[config.mk]
export PLATFORM = sky130hd
export DESIGN_NAME = fetch_unit
export DESIGN_NICKNAME = d
export VERILOG_FILES = /design/src/rtl/fetch_unit.sv
export SDC_FILE = /design/constraint.sdc
export NUM_CORES = 1
export LEC_CHECK = 0
export ABC_AREA = 1
export ABC_CLOCK_PERIOD_IN_PS = 1700
export BUFFER_PORTS_ARGS = -buffer_cell sky130_fd_sc_hd__buf_4
export CAP_MARGIN = 15
export CORE_MARGIN = 1
export CORE_UTILIZATION = 47
export CTS_CLUSTER_DIAMETER = 30
export DETAILED_ROUTE_END_ITERATION = 6
export PLACE_DENSITY = 0.77
export SYNTH_ARGS = -nofsm -noshare
export SYNTH_HDL_FRONTEND = slang
export SYNTH_SLANG_ARGS = --single-unit
[constraint.sdc]
create_clock -name CLK -period 1.7 [get_ports CLK]
set_clock_uncertainty 0.1 [all_clocks]
set_input_delay 0.425 -clock CLK [delete_from_list [all_inputs] [get_ports CLK]]
set_output_delay 0.425 -clock CLK [all_outputs]
set_load 0.1 [all_outputs]
[src/rtl/fetch_unit.sv]
// Instruction-fetch stage feeding the IF/ID latch. It owns the PC, holds each
// icache request until ihit, buffers one instruction across load-use stalls,
// queues redirects that arrive during a miss, and stops fetching on halt.
module fetch_unit #(
  parameter logic [31:0] PC_INIT = 32'h0000_0000,
  parameter int unsigned WORD_W  = 32
) (
  input  logic              CLK,
  input  logic              nRST,
  output logic              imemREN,
  output logic [WORD_W-1:0] imemaddr,
  input  logic              ihit,
  input  logic [WORD_W-1:0] imemload,
  input  logic              stall,
  input  logic              redirect,
  input  logic [WORD_W-1:0] redirect_addr,
  input  logic              halt_in,
  output logic              fd_enable,
  output logic              fd_flush,
  output logic [WORD_W-1:0] instr_out,
  output logic [WORD_W-1:0] pc_out,
  output logic [WORD_W-1:0] next_addr,
  output logic              halted
);

  typedef enum logic [2:0] {
    FETCH,
    BUFFERED,
    REDIR_WAIT,
    HALT_WAIT,
    HALT
  } state_e;

  state_e            state_q, state_d;
  logic [WORD_W-1:0] pc_q, pc_d;
  logic [WORD_W-1:0] buf_q, buf_d;
  logic              buf_vld_q, buf_vld_d;
  logic [WORD_W-1:0] pend_q, pend_d;
  logic [WORD_W-1:0] target;
  logic [WORD_W-1:0] pc_plus4;

  assign target   = redirect_addr & ~WORD_W'(3);
  assign pc_plus4 = pc_q + WORD_W'(4);

  always_ff @(posedge CLK or negedge nRST) begin
    if (!nRST) begin
      state_q   <= FETCH;
      pc_q      <= WORD_W'(PC_INIT);
      buf_q     <= '0;
      buf_vld_q <= 1'b0;
      pend_q    <= '0;
    end else begin
      state_q   <= state_d;
      pc_q      <= pc_d;
      buf_q     <= buf_d;
      buf_vld_q <= buf_vld_d;
      pend_q    <= pend_d;
    end
  end

  always_comb begin
    state_d   = state_q;
    pc_d      = pc_q;
    buf_d     = buf_q;
    buf_vld_d = buf_vld_q;
    pend_d    = pend_q;
    fd_enable = 1'b0;
    fd_flush  = 1'b0;

    unique case (state_q)
      FETCH: begin
        if (halt_in) begin
          fd_flush = 1'b1;
          state_d  = ihit ? HALT : HALT_WAIT;
        end else if (redirect) begin
          fd_flush = 1'b1;
          if (ihit) begin
            pc_d = target;
          end else begin
            pend_d  = target;
            state_d = REDIR_WAIT;
          end
        end else if (ihit) begin
          if (stall) begin
            buf_d     = imemload;
            buf_vld_d = 1'b1;
            state_d   = BUFFERED;
          end else begin
            fd_enable = 1'b1;
            pc_d      = pc_plus4;
          end
        end
      end

      BUFFERED: begin
        if (halt_in) begin
          fd_flush  = 1'b1;
          buf_vld_d = 1'b0;
          state_d   = HALT;
        end else if (redirect) begin
          fd_flush  = 1'b1;
          buf_vld_d = 1'b0;
          pc_d      = target;
          state_d   = FETCH;
        end else if (!stall) begin
          fd_enable = 1'b1;
          buf_vld_d = 1'b0;
          pc_d      = pc_plus4;
          state_d   = FETCH;
        end
      end

      REDIR_WAIT: begin
        if (halt_in) begin
          fd_flush = 1'b1;
          state_d  = ihit ? HALT : HALT_WAIT;
        end else begin
          // A redirect arriving together with ihit is the newest target and wins.
          if (redirect) begin
            fd_flush = 1'b1;
            pend_d   = target;
          end
          if (ihit) begin
            pc_d    = redirect ? target : pend_q;
            state_d = FETCH;
          end
        end
      end

      HALT_WAIT: begin
        fd_flush = halt_in;
        if (ihit) state_d = HALT;
      end

      HALT: begin
      end

      default: state_d = FETCH;
    endcase
  end

  assign imemREN   = nRST && (state_q == FETCH || state_q == REDIR_WAIT ||
                              state_q == HALT_WAIT);
  assign imemaddr  = pc_q;
  assign instr_out = (state_q == BUFFERED && buf_vld_q) ? buf_q : imemload;
  assign pc_out    = pc_q;
  assign next_addr = pc_plus4;
  assign halted    = (state_q == HALT);

endmodule

==> flow_summary_export.csv, run 1 <==
group,metric,value,unit
outcome,status,"did not finish",
outcome,lastStage,"global routing (5_1_grt)",
outcome,stop_error,"[ERROR DPL-0038] Utilization greater than 100%, impossible to legalize",
synth,synthMuxAreaShare,0,%
synth,synthAdderAreaFrac,0.1975,%
clock_tree,cts_buffers,9,
timing,grt-worst-endpoint,"next_addr[16]",
clock_tree,holdBufCountCts,0,
synth,synth_area_per_cell,6.880,um2
synth,synth-compound-area-share,17.32,%
synth,synth_nets,992,
synth,synth_edf_count,0,
clock_tree,root_buffer,"clkbuf_16",
placed_design,dp_hpwl,15270,um
floorplanning,rows,42,
synth,synth_top_family_by_area,"simple AND/OR/NAND/NOR gates",
synth,syn_inst,921,
placed_design,io_buffers,199,
floorplanning,die-height,118.1,um
synth,yosys-top-cells-area,"dfrtp_1, nand2_1, o21ai_0, nor2_1, inv_1",
synth,synth.distinct_cells,34,
synth,async_reset_ff_share,100.0,%
synth,syn_area,6336,um2
clock_tree,htreeDepth,3,
synth,synth_ff_type,"dfrtp_1",
floorplanning,io_pins,202,
synth,synthXorXnorAreaFrac,2.073,%
timing,worst-ep-kind,"top-level output",
floorplanning,die_w,118.1,um
floorplanning,start_util,48.04,%
synth,synth_seq_cells,100,
synth,synth_area_leader_cell,"dfrtp_1",
synth,synth_top_area_share,39.49,%
synth,ys_seq_area_share,39.49,%
synth,synthSimpleGateAreaFrac,27.53,%
placed_design,gp_congestion,0.9262,
placed_design,place_area,9824,um2
clock_tree,cts.sinks,100,
clock_tree,clk_path_buf_depth,2,
global_routing,grt_max_degree,101,
synth,ys_warn_count,0,
-- logic make-up after synthesis --
| kind of cell | after synthesis |
|---|---|
| AO/OA/AOI/OAI | 192 |
| XOR/XNOR | 15 |
| adder cells (fa/ha/maj) | 1 |
| buffers and inverters | 175 |
| flip-flops | 100 |
| AND/OR/NAND/NOR | 438 |
-- synth_stat cells, types with 2 or more instances --
master	n
buf_4	37
buf_2	24
o22ai_1	4
xor2_1	11
o21ai_2	3
o211ai_1	8
a31oi_1	14
a21oi_1	44
inv_1	100
dfrtp_1	100
o21ai_0	88
o21ai_1	4
o2bb2ai_1	10
nand2_1	286
buf_6	3
clkbuf_1	10
a21boi_0	10
and2_1	6
nand3_1	23
xnor2_1	4
nand2_2	3
nor2_1	109
a211oi_1	2
o31ai_1	3
nor2_2	6
-- timing repair --
action,4_1_cts
setup buffers,47
resized for setup,483
pin swaps,57
gates cloned,17
endpoints found under the setup margin,149
-- through the flow --
step	utilization (%)	TNS [ns]	hold slack (ns)	cells	worst slack, ns
floorplan	-	-66.72	0.02941	921	-1.256
global placement	74.48	-26.35	0.3531	1359	-0.5253
detailed placement	74.48	-29.60	0.3662	1359	-0.5749
CTS	96.77	-58.51	0.1346	1431	-0.8349
==> inputs of run 2 (changes only) <==
==> config.mk (replaced) <==
export PLATFORM = sky130hd
export DESIGN_NAME = fetch_unit
export DESIGN_NICKNAME = d
export VERILOG_FILES = /design/src/rtl/fetch_unit.sv
export SDC_FILE = /design/constraint.sdc
export NUM_CORES = 1
export LEC_CHECK = 0
export ABC_AREA = 1
export ABC_CLOCK_PERIOD_IN_PS = 2200
export BUFFER_PORTS_ARGS = -buffer_cell sky130_fd_sc_hd__buf_4
export CAP_MARGIN = 15
export CORE_MARGIN = 1
export CORE_UTILIZATION = 40
export DETAILED_ROUTE_END_ITERATION = 6
export PLACE_DENSITY_LB_ADDON = 0.15
export SYNTH_ARGS = -nofsm -noshare
export SYNTH_HDL_FRONTEND = slang
export SYNTH_SLANG_ARGS = --single-unit
==> constraint.sdc (replaced) <==
create_clock -name CLK -period 2.2 [get_ports CLK]
set_clock_uncertainty 0.1 [all_clocks]
set_input_delay 0.55 -clock CLK [delete_from_list [all_inputs] [get_ports CLK]]
set_output_delay 0.55 -clock CLK [all_outputs]
set_load 0.1 [all_outputs]
==> flow_summary_export.csv, run 2 <==
group,metric,value,unit
outcome,status,"finished, violations left",
outcome,violations,"setup timing",
detailed_routing,wl,21780,um
detailed_routing,drtPass1Iterations,5,
synth,yosysMostFrequentCell,"nand2_1",
critical_path,crit_family,"simple AND/OR/NAND/NOR gates",
timing,slew_headroom,62.18,%
clock_tree,path_clk_slew,0.07,ns
synth,ys_seq_area_share,39.49,%
clock_tree,cts_buffers,9,
critical_path,endpoint_kind,"output pin",
synth,synth.distinct_cells,34,
global_routing,gr-total-overflow,0,
timing,drv_slew,0,
synth,ys_warn_count,0,
finish,most-common-layout-cells,"nand2_1, buf_4, inv_1, o21ai_0, dfrtp_1",
clock_tree,clk_path_buf_depth,2,
critical_path,worstSetupPathType,"reg2out",
placed_design,gp_congestion,0.8880,
floorplanning,start_util,41.37,%
detailed_routing,first_iter_violations,315,
detailed_routing,wire_per_inst,15.65,um
finish,nets,1247,
placed_design,dp.cells,1338,
placed_design,io_buffers,199,
detailed_routing,vias_per_cell,5.019,
critical_path,path_cells,"ha_4 > nand2_4 > nor2_4 > nand2_4 > nor2_4 > buf_12 > xor2_4 > buf_12",
finish,antennaDiodeCount,0,
synth,synth_area_per_cell,6.880,um2
detailed_routing,num_vias,6986,
floorplanning,die-height,127.9,um
timing,setup_violations,63,
clock_tree,cts.sinks,100,
critical_path,cp_slowest_cell,"dfrtp_4",
finish,layout_commonest_cell,"nand2_1",
global_routing,grt_pass1_vias,6711,
critical_path,ff2ff_setup_slack,0.13,ns
critical_path,path_depth,8,
critical_path,cp_num_buf_inv,2,
power_and_ir_drop,total_power,0.005210,W
global_routing,track_usage,27.03,%
synth,synth_ff_type,"dfrtp_1",
synth,yosys-top-cells-area,"dfrtp_1, nand2_1, o21ai_0, nor2_1, inv_1",
critical_path,crit_arrival,1.98,ns
synth,synth_top_area_share,39.49,%
finish,stdcell_count,1392,
synth,synth_area_leader_cell,"dfrtp_1",
synth,synth_seq_cells,100,
synth,synth_nets,992,
finish,syn_to_final_growth,80.69,%
power_and_ir_drop,p_per_area,455.1,nW/um2
finish,drive_gt1_share,44.54,%
critical_path,reg2regPathDepth,10,
critical_path,crit_required,1.55,ns
synth,synth_edf_count,0,
synth,syn_area,6336,um2
floorplanning,io_pins,202,
clock_tree,cts_tree,"done",
floorplanning,rows,45,
floorplanning,die_w,127.9,um
synth,async_reset_ff_share,100.0,%
timing,rsz0062_at_grt,"yes",
placed_design,dp_hpwl,14430,um
critical_path,worst-path-max-fanout,5,
clock_tree,worstSkewPairLatency,0.36,ns
floorplanning,core_area,15310,um2
min_path,hp-class,"in2async",
finish,fillers,1098,
critical_path,cpPeakStageDelay,0.42,ns
run,cap_violations,0,
global_routing,grt_antenna_before_repair,0,
detailed_routing,drc_errors,0,
timing,tns,-17.04,ns
timing,finalCritPeriodShare,119.7,%
global_routing,grt_pass1_wl,34410,um
floorplanning,die-area,16350,um2
detailed_routing,ant_nets,0,
critical_path,critPathLaunchType,"register",
clock_tree,htreeDepth,3,
timing,final_hold_viol_count,0,
timing,min_period,2.633,ns
synth,syn_inst,921,
clock_tree,root_buffer,"clkbuf_16",
power_and_ir_drop,leakage,5.420,nW
timing,fmax,0.3798,GHz
global_routing,grt_max_degree,101,
synth,synth_common_cells,"nand2_1, nor2_1, dfrtp_1, inv_1, o21ai_0",
timing,fin_ws,-0.4331,ns
power_and_ir_drop,vdd_ir_drop_max,0.5117,mV
timing,worst_pin_slew,0.5674,ns
run 2: power breakdown:
part | internal (W) | total [W] | switching, W
Sequential | 0.00187 | 0.00191 | 0.0000416
Clock | 0.000814 | 0.00159 | 0.000772
Combinational | 0.000547 | 0.00171 | 0.00116
run 2: kinds of logic after synthesis:
group                      Yosys count  synth area share, %
AOI/OAI and AO/OA                  192                17.32
adders and majority gates            1               0.1974
DFF                                100                39.49
buffers and inverters              175                13.39
and+or+nand+nor                    438                27.53
xor gates and xnor gates            15                2.073
run 2: final cells by class:
type / instances / area, um2 / area share [%]
Clock buffer: 11 / 242.7 / 2.120
Sequential cell: 100 / 2532 / 22.12
Timing Repair Buffer: 318 / 3551 / 31.02
Clock inverter: 5 / 43.79 / 0.3825
Tap cell: 211 / 264.0 / 2.306
Inverter: 101 / 431.7 / 3.770
Multi-Input combinational cell: 646 / 4383 / 38.28
run 2: final timing paths:
kind,from,to
setup / recovery,imemaddr[3],next_addr[12]
hold / removal,nRST,buf_q[25]
setup reg to reg,state_q[2],imemaddr[18]
hold reg to reg,pend_q[14],pend_q[14]
max in group asynchronous,nRST,imemaddr[2]
min in group CLK,redirect_addr[21],pend_q[21]
run 2: timing repair:
item | CTS | global route
buffers inserted | 23 | 18
endpoints found under the setup margin | 64 | 74
gates resized for setup | 300 | 41
gates cloned | 3 | 0
pin swaps | 28 | 34
hold buffers | 0 | 0
run 2: per-stage QoR:
step / worst slack, ns / utilization (%) / cell area [um2] / hold slack, ns
after floorplan: -0.8814 / - / 7436 / 0.1544
after global placement: -0.1416 / 61.33 / 9393 / 0.3547
after detailed placement: -0.1481 / 61.33 / 9393 / 0.3595
after CTS: -0.4588 / 72.92 / 11170 / 0.2131
after global routing: -0.5149 / 74.75 / 11450 / 0.2314
final: -0.4331 / 74.75 / 11450 / 0.1697
run 2: metal layers:
layer / GRT usage [%] / vias up / wire length, um
li1: - / 3402 / -
met1: 35.57 / 3332 / 9347
met2: 45.97 / 223 / 11030
met3: 4.549 / 29 / 1001
met4: 7.266 / 0 / 403
met5: 0 / - / 0
Power figures use the tool's default switching activity.
